===== config.mk =====
export PLATFORM = sky130hd
export DESIGN_NAME = uart_receiver
export DESIGN_NICKNAME = d
export VERILOG_FILES = /design/src/rtl/uart_receiver.sv
export SDC_FILE = /design/constraint.sdc
export NUM_CORES = 1
export LEC_CHECK = 0
export BUFFER_PORTS_ARGS = -buffer_cell sky130_fd_sc_hd__buf_2
export CELL_PAD_IN_SITES_DETAIL_PLACEMENT = 1
export CELL_PAD_IN_SITES_GLOBAL_PLACEMENT = 2
export CORE_ASPECT_RATIO = 2
export CORE_MARGIN = 10
export CORE_UTILIZATION = 40
export DETAILED_ROUTE_END_ITERATION = 10
export PLACE_DENSITY = 0.85
export SYNTH_ARGS = -nofsm -noshare
export SYNTH_HDL_FRONTEND = slang
export SYNTH_SLANG_ARGS = --single-unit

===== constraint.sdc =====
create_clock -name sys_clk -period 2.07 [get_ports sys_clk]
set_input_delay 0.3105 -clock sys_clk [delete_from_list [all_inputs] [get_ports sys_clk]]
set_output_delay 0.3105 -clock sys_clk [all_outputs]
set_load 0.01 [all_outputs]

===== src/rtl/uart_receiver.sv =====
// uart_receiver: 8N1 serial-to-parallel UART receiver.
//
// Synchronizes UART_rx with two flops, confirms the start bit at mid-bit, then samples the
// eight data bits LSB first at bit centres and checks the stop bit. A good frame updates
// RX_data and pulses RX_status for one cycle. A stop bit sampled low pulses RX_err instead,
// and the receiver waits for the line to return high before looking for another start bit.
//
// Parameters:
//   CLK_DIV    sys_clk cycles per bit (4..65535); the half-bit point is CLK_DIV/2.
// Ports:
//   sys_clk    system clock, rising edge
//   reset      asynchronous active-low reset
//   UART_rx    serial input, idle high, asynchronous to sys_clk
//   RX_data    last correctly received byte, held until the next good byte
//   RX_status  one-cycle pulse when RX_data has just been updated
//   RX_err     one-cycle pulse on a framing error
//   RX_busy    high whenever the receiver is not idle
module uart_receiver #(
  parameter int unsigned CLK_DIV = 5208
) (
  input  logic       sys_clk,
  input  logic       reset,
  input  logic       UART_rx,
  output logic [7:0] RX_data,
  output logic       RX_status,
  output logic       RX_err,
  output logic       RX_busy
);

  // Registered cnt equals these on the sample edge (cnt is 0 the cycle after a reload).
  localparam logic [15:0] HalfLast = 16'(CLK_DIV / 2 - 1);
  localparam logic [15:0] BitLast  = 16'(CLK_DIV - 1);

  typedef enum logic [2:0] {
    StIdle,
    StStart,
    StData,
    StStop,
    StWaitHigh
  } state_e;

  state_e      state_q;
  logic [15:0] cnt_q;
  logic [2:0]  idx_q;
  logic [7:0]  shift_q;
  logic [1:0]  sync_q;
  logic        rxs;

  // Both flops reset high so an idle line never looks like a start bit after reset.
  always_ff @(posedge sys_clk or negedge reset) begin
    if (!reset) begin
      sync_q <= 2'b11;
    end else begin
      sync_q <= {sync_q[0], UART_rx};
    end
  end

  assign rxs = sync_q[1];

  always_ff @(posedge sys_clk or negedge reset) begin
    if (!reset) begin
      state_q   <= StIdle;
      cnt_q     <= 16'd0;
      idx_q     <= 3'd0;
      shift_q   <= 8'h00;
      RX_data   <= 8'h00;
      RX_status <= 1'b0;
      RX_err    <= 1'b0;
      RX_busy   <= 1'b0;
    end else begin
      // Strobes are only ever high for the single cycle after they are set.
      RX_status <= 1'b0;
      RX_err    <= 1'b0;

      case (state_q)
        StIdle: begin
          if (!rxs) begin
            state_q <= StStart;
            cnt_q   <= 16'd0;
            RX_busy <= 1'b1;
          end
        end

        StStart: begin
          if (cnt_q == HalfLast) begin
            cnt_q <= 16'd0;
            if (!rxs) begin
              state_q <= StData;
              idx_q   <= 3'd0;
            end else begin
              // Line went back high before mid-bit: treat as a glitch, silently.
              state_q <= StIdle;
              RX_busy <= 1'b0;
            end
          end else begin
            cnt_q <= cnt_q + 16'd1;
          end
        end

        StData: begin
          if (cnt_q == BitLast) begin
            cnt_q          <= 16'd0;
            shift_q[idx_q] <= rxs;
            if (idx_q == 3'd7) begin
              state_q <= StStop;
            end else begin
              idx_q <= idx_q + 3'd1;
            end
          end else begin
            cnt_q <= cnt_q + 16'd1;
          end
        end

        StStop: begin
          if (cnt_q == BitLast) begin
            cnt_q <= 16'd0;
            if (rxs) begin
              // Back to idle at stop mid-bit so a back-to-back start edge is not missed.
              RX_data   <= shift_q;
              RX_status <= 1'b1;
              state_q   <= StIdle;
              RX_busy   <= 1'b0;
            end else begin
              RX_err  <= 1'b1;
              state_q <= StWaitHigh;
            end
          end else begin
            cnt_q <= cnt_q + 16'd1;
          end
        end

        StWaitHigh: begin
          // A held-low (break) line stays here, so it reports one error and no frames.
          if (rxs) begin
            state_q <= StIdle;
            RX_busy <= 1'b0;
          end
        end

        default: begin
          state_q <= StIdle;
          cnt_q   <= 16'd0;
          RX_busy <= 1'b0;
        end
      endcase
    end
  end

endmodule


==> impl_metrics.tcl <==
set metrics [dict create \
    p_int_uw 1300 \
    grt_util_met3_pct 2.64 \
    switching_share_pct 22.8 \
    hold_depth 1 \
    overflow 0 \
    hold_path.class "in -> reg" \
    final_nets 259 \
    synth_cells 219 \
    drtAntennaViolNets 0 \
    switchingPower_uw 386 \
    final_cell_count_no_fill 315 \
    dieArea_mm2 0.00946 \
    vdd_drop_max_mv 0.569 \
    finalHoldViolCount 0 \
    yosys_warnings 0 \
    place_area_mm2 0.00256 \
    use_met1_pct 13.3 \
    antenna_found_initial 0 \
    grtUsageTotal_pct 13.9 \
    drc 0 \
    slew_violations 0 \
    synth_ff_type "dfrtp_1" \
    postLayoutCoreUtil_pct 48.9 \
    wire_per_inst_um 18.9 \
    crit_path_start "cnt_q[8]" \
    routed_wl_mm 5.96 \
    hpwlAfterDp_mm 4.55 \
    crit_path_start_kind "register" \
    critical_path_class "reg -> reg" \
    vias 1865 \
    ys_seq_area_share_pct 46.3 \
    clk_pin_slew_worst_paths_ns 0.07 \
    worstPathMaxFanout 7 \
    slew_headroom_pct 68.8 \
    status "finished, final reports clean" \
    h-tree-depth 2 \
    min_from "UART_rx" \
    period_share_pct 95.8 \
    syn_area_per_cell_um2 10.6 \
    globalplace.congestion 0.808 \
    p_seq_share_pct 50.2 \
    synth_nets 225 \
    drive_gt1_share_pct 31.9 \
    cap_violations 0 \
    top_usage_layer "met2" \
    numPortBuffers 13 \
    grt_pass1_vias 2057 \
    core.rowCount 39 \
    ys_ff_latch 43 \
    register_area_mm2 0.00108 \
    first_pass_iters 4 \
    clockRootBuffer "clkbuf_16" \
    cts_tree "done" \
    clkLatencyLatePin_ns 0.29 \
    synth_edf_count 0 \
    core_mm2 0.00571 \
    syn_area_mm2 0.00233 \
    fill_cells 648 \
    worstPathArrival_ns 2.16 \
    die_w_um 74.0 \
    fmax_mhz 504 \
    multi_input_area_mm2 0.00119 \
    clock_sinks 43 \
    holdWs_ns 0.112 \
    avgViaCountPerCell 5.92 \
    p_leak_uw 0.00128 \
    powerDensity_mw_per_mm2 605 \
    n_antenna_cell 0 \
    use_met2_pct 25.7 \
    required_ns 2.25 \
    grt_max_degree 31 \
    fin_area_mm2 0.00279 \
    grt_pass1_wl_mm 10.3 \
    syn_to_final_growth_pct 19.8 \
    r2r-start "cnt_q[8]" \
    setup_violations 0 \
    combPwrFrac_pct 1.8 \
    synthArstFlopShare_pct 100 \
    cts_buffers 5 \
    fin_crit_ns 1.98 \
    synth_cell_types 55 \
    start_util_pct 40.8 \
    rr_worst_depth 5 \
    worst_pin_slew_ns 0.465 \
    ios 14 \
    p_clk_share_pct 48.0 \
    worst_clock_skew_ns 0.00480 \
    die_h_um 128 \
    crit_path_end_kind "register" \
    cts.path.max_buffers 2 \
    placedCellCount 302 \
    drt_iter0_drc 106 \
]
==> critical path: stages, from the launching register on <==
cell and delay [ns]:
dfrtp_1 0.43, nor4_4 0.42, nand4_4 0.19, a22oi_4 0.36
o21ai_2 0.12, a221o_1 0.35
==> cell type report <==
class | count | share of cell area (%)
clock inverter | 3 | 0.852
inverter | 2 | 0.269
timing repair buffer | 42 | 10.4
tap | 61 | 2.74
clock buffer | 5 | 4.48
sequential | 43 | 38.7
multi-input combinational | 159 | 42.6
==> cell families (layout without fill, tap and decap cells) <==
kind of cell	Yosys count	count (layout)	synth area share, %
mux	18	18	8.65
simple gates	94	94	25.5
flops	43	43	46.3
compound gates	40	40	12.2
buf+inv	17	52	4.30
fa+ha+maj	3	3	1.61
xor+xnor	4	4	1.50
==> synth_stat cells, types with 4 or more instances <==
master | count | area, µm²
a31oi_1 | 6 | 37.5
o21ai_0 | 9 | 45.0
buf_2 | 5 | 25.0
nor3_1 | 9 | 45.0
a21oi_1 | 5 | 25.0
nor3b_1 | 4 | 30.0
nor2_1 | 13 | 48.8
dfrtp_1 | 41 | 1030
mux2_2 | 12 | 135
clkbuf_1 | 5 | 18.8
mux2_1 | 5 | 56.3
nand3_1 | 13 | 65.1
nand2_1 | 21 | 78.8
==> layer usage <==
layer	wire length, µm	share of wire, %
met4	290	4.9
met1	1970	33
met5	0	0
met3	168	2.8
met2	3530	59
==> power groups by stage <==
stage / Clock (µW) / Combinational [µW] / Sequential [µW]
after floorplan: 0 / 9.18 / 860
after global placement: 0 / 30.3 / 863
after detailed placement: 0 / 31.0 / 863
after CTS: 829 / 32.6 / 847
after global routing: 859 / 36.3 / 847
final: 810 / 31.1 / 847
==> placed cells by master (no fill, tap or decap), drive strengths merged, types with 3 or more instances in the layout <==
cell type,n
nor3,9
buf,41
nand3b,4
mux2,17
a21o,3
nand4,5
nand2,21
ha,3
nor4bb,3
o21ai,13
a22o,3
nand3,13
clkbuf,5
a31oi,6
xor2,3
nor4,4
inv,3
a21oi,5
nor2,14
dfrtp,41
nor3b,6
==> stage by stage <==
stage                     setup TNS [ns]  setup slack [ns]  power (µW)
final                                  0            0.0865        1690
after floorplan                        0             0.171         869
after global placement                 0             0.102         893
after global routing             -0.0312           -0.0188        1740
after CTS                              0           0.00671        1710
after detailed placement               0            0.0186         894
==> what timing repair did <==
item / in CTS / in global routing
gates resized for setup: 0 / 8
hold endpoints to repair: 13 / 0
hold buffers: 1 / 0
endpoints found under the setup margin: 0 / 14
setup buffers: 0 / 4
==> state kept, by name (all words and copies together) (netlist names) <==
name and flops:
RX_busy 1, RX_data 8, RX_err 1, RX_status 1, cnt_q 16, idx_q 3
shift_q 8, state_q 3, sync_q 2
==> worst paths after layout <==
path / to / slack, ns
max in group asynchronous: sync_q[0] / 0.88
setup reg to reg: state_q[1] / 0.09
hold / removal: sync_q[0] / 0.11
setup / recovery: state_q[1] / 0.09
min in group asynchronous: cnt_q[2] / 0.46
hold reg to reg: sync_q[1] / 0.36
Note: power is estimated with default switching activity, not from simulation.
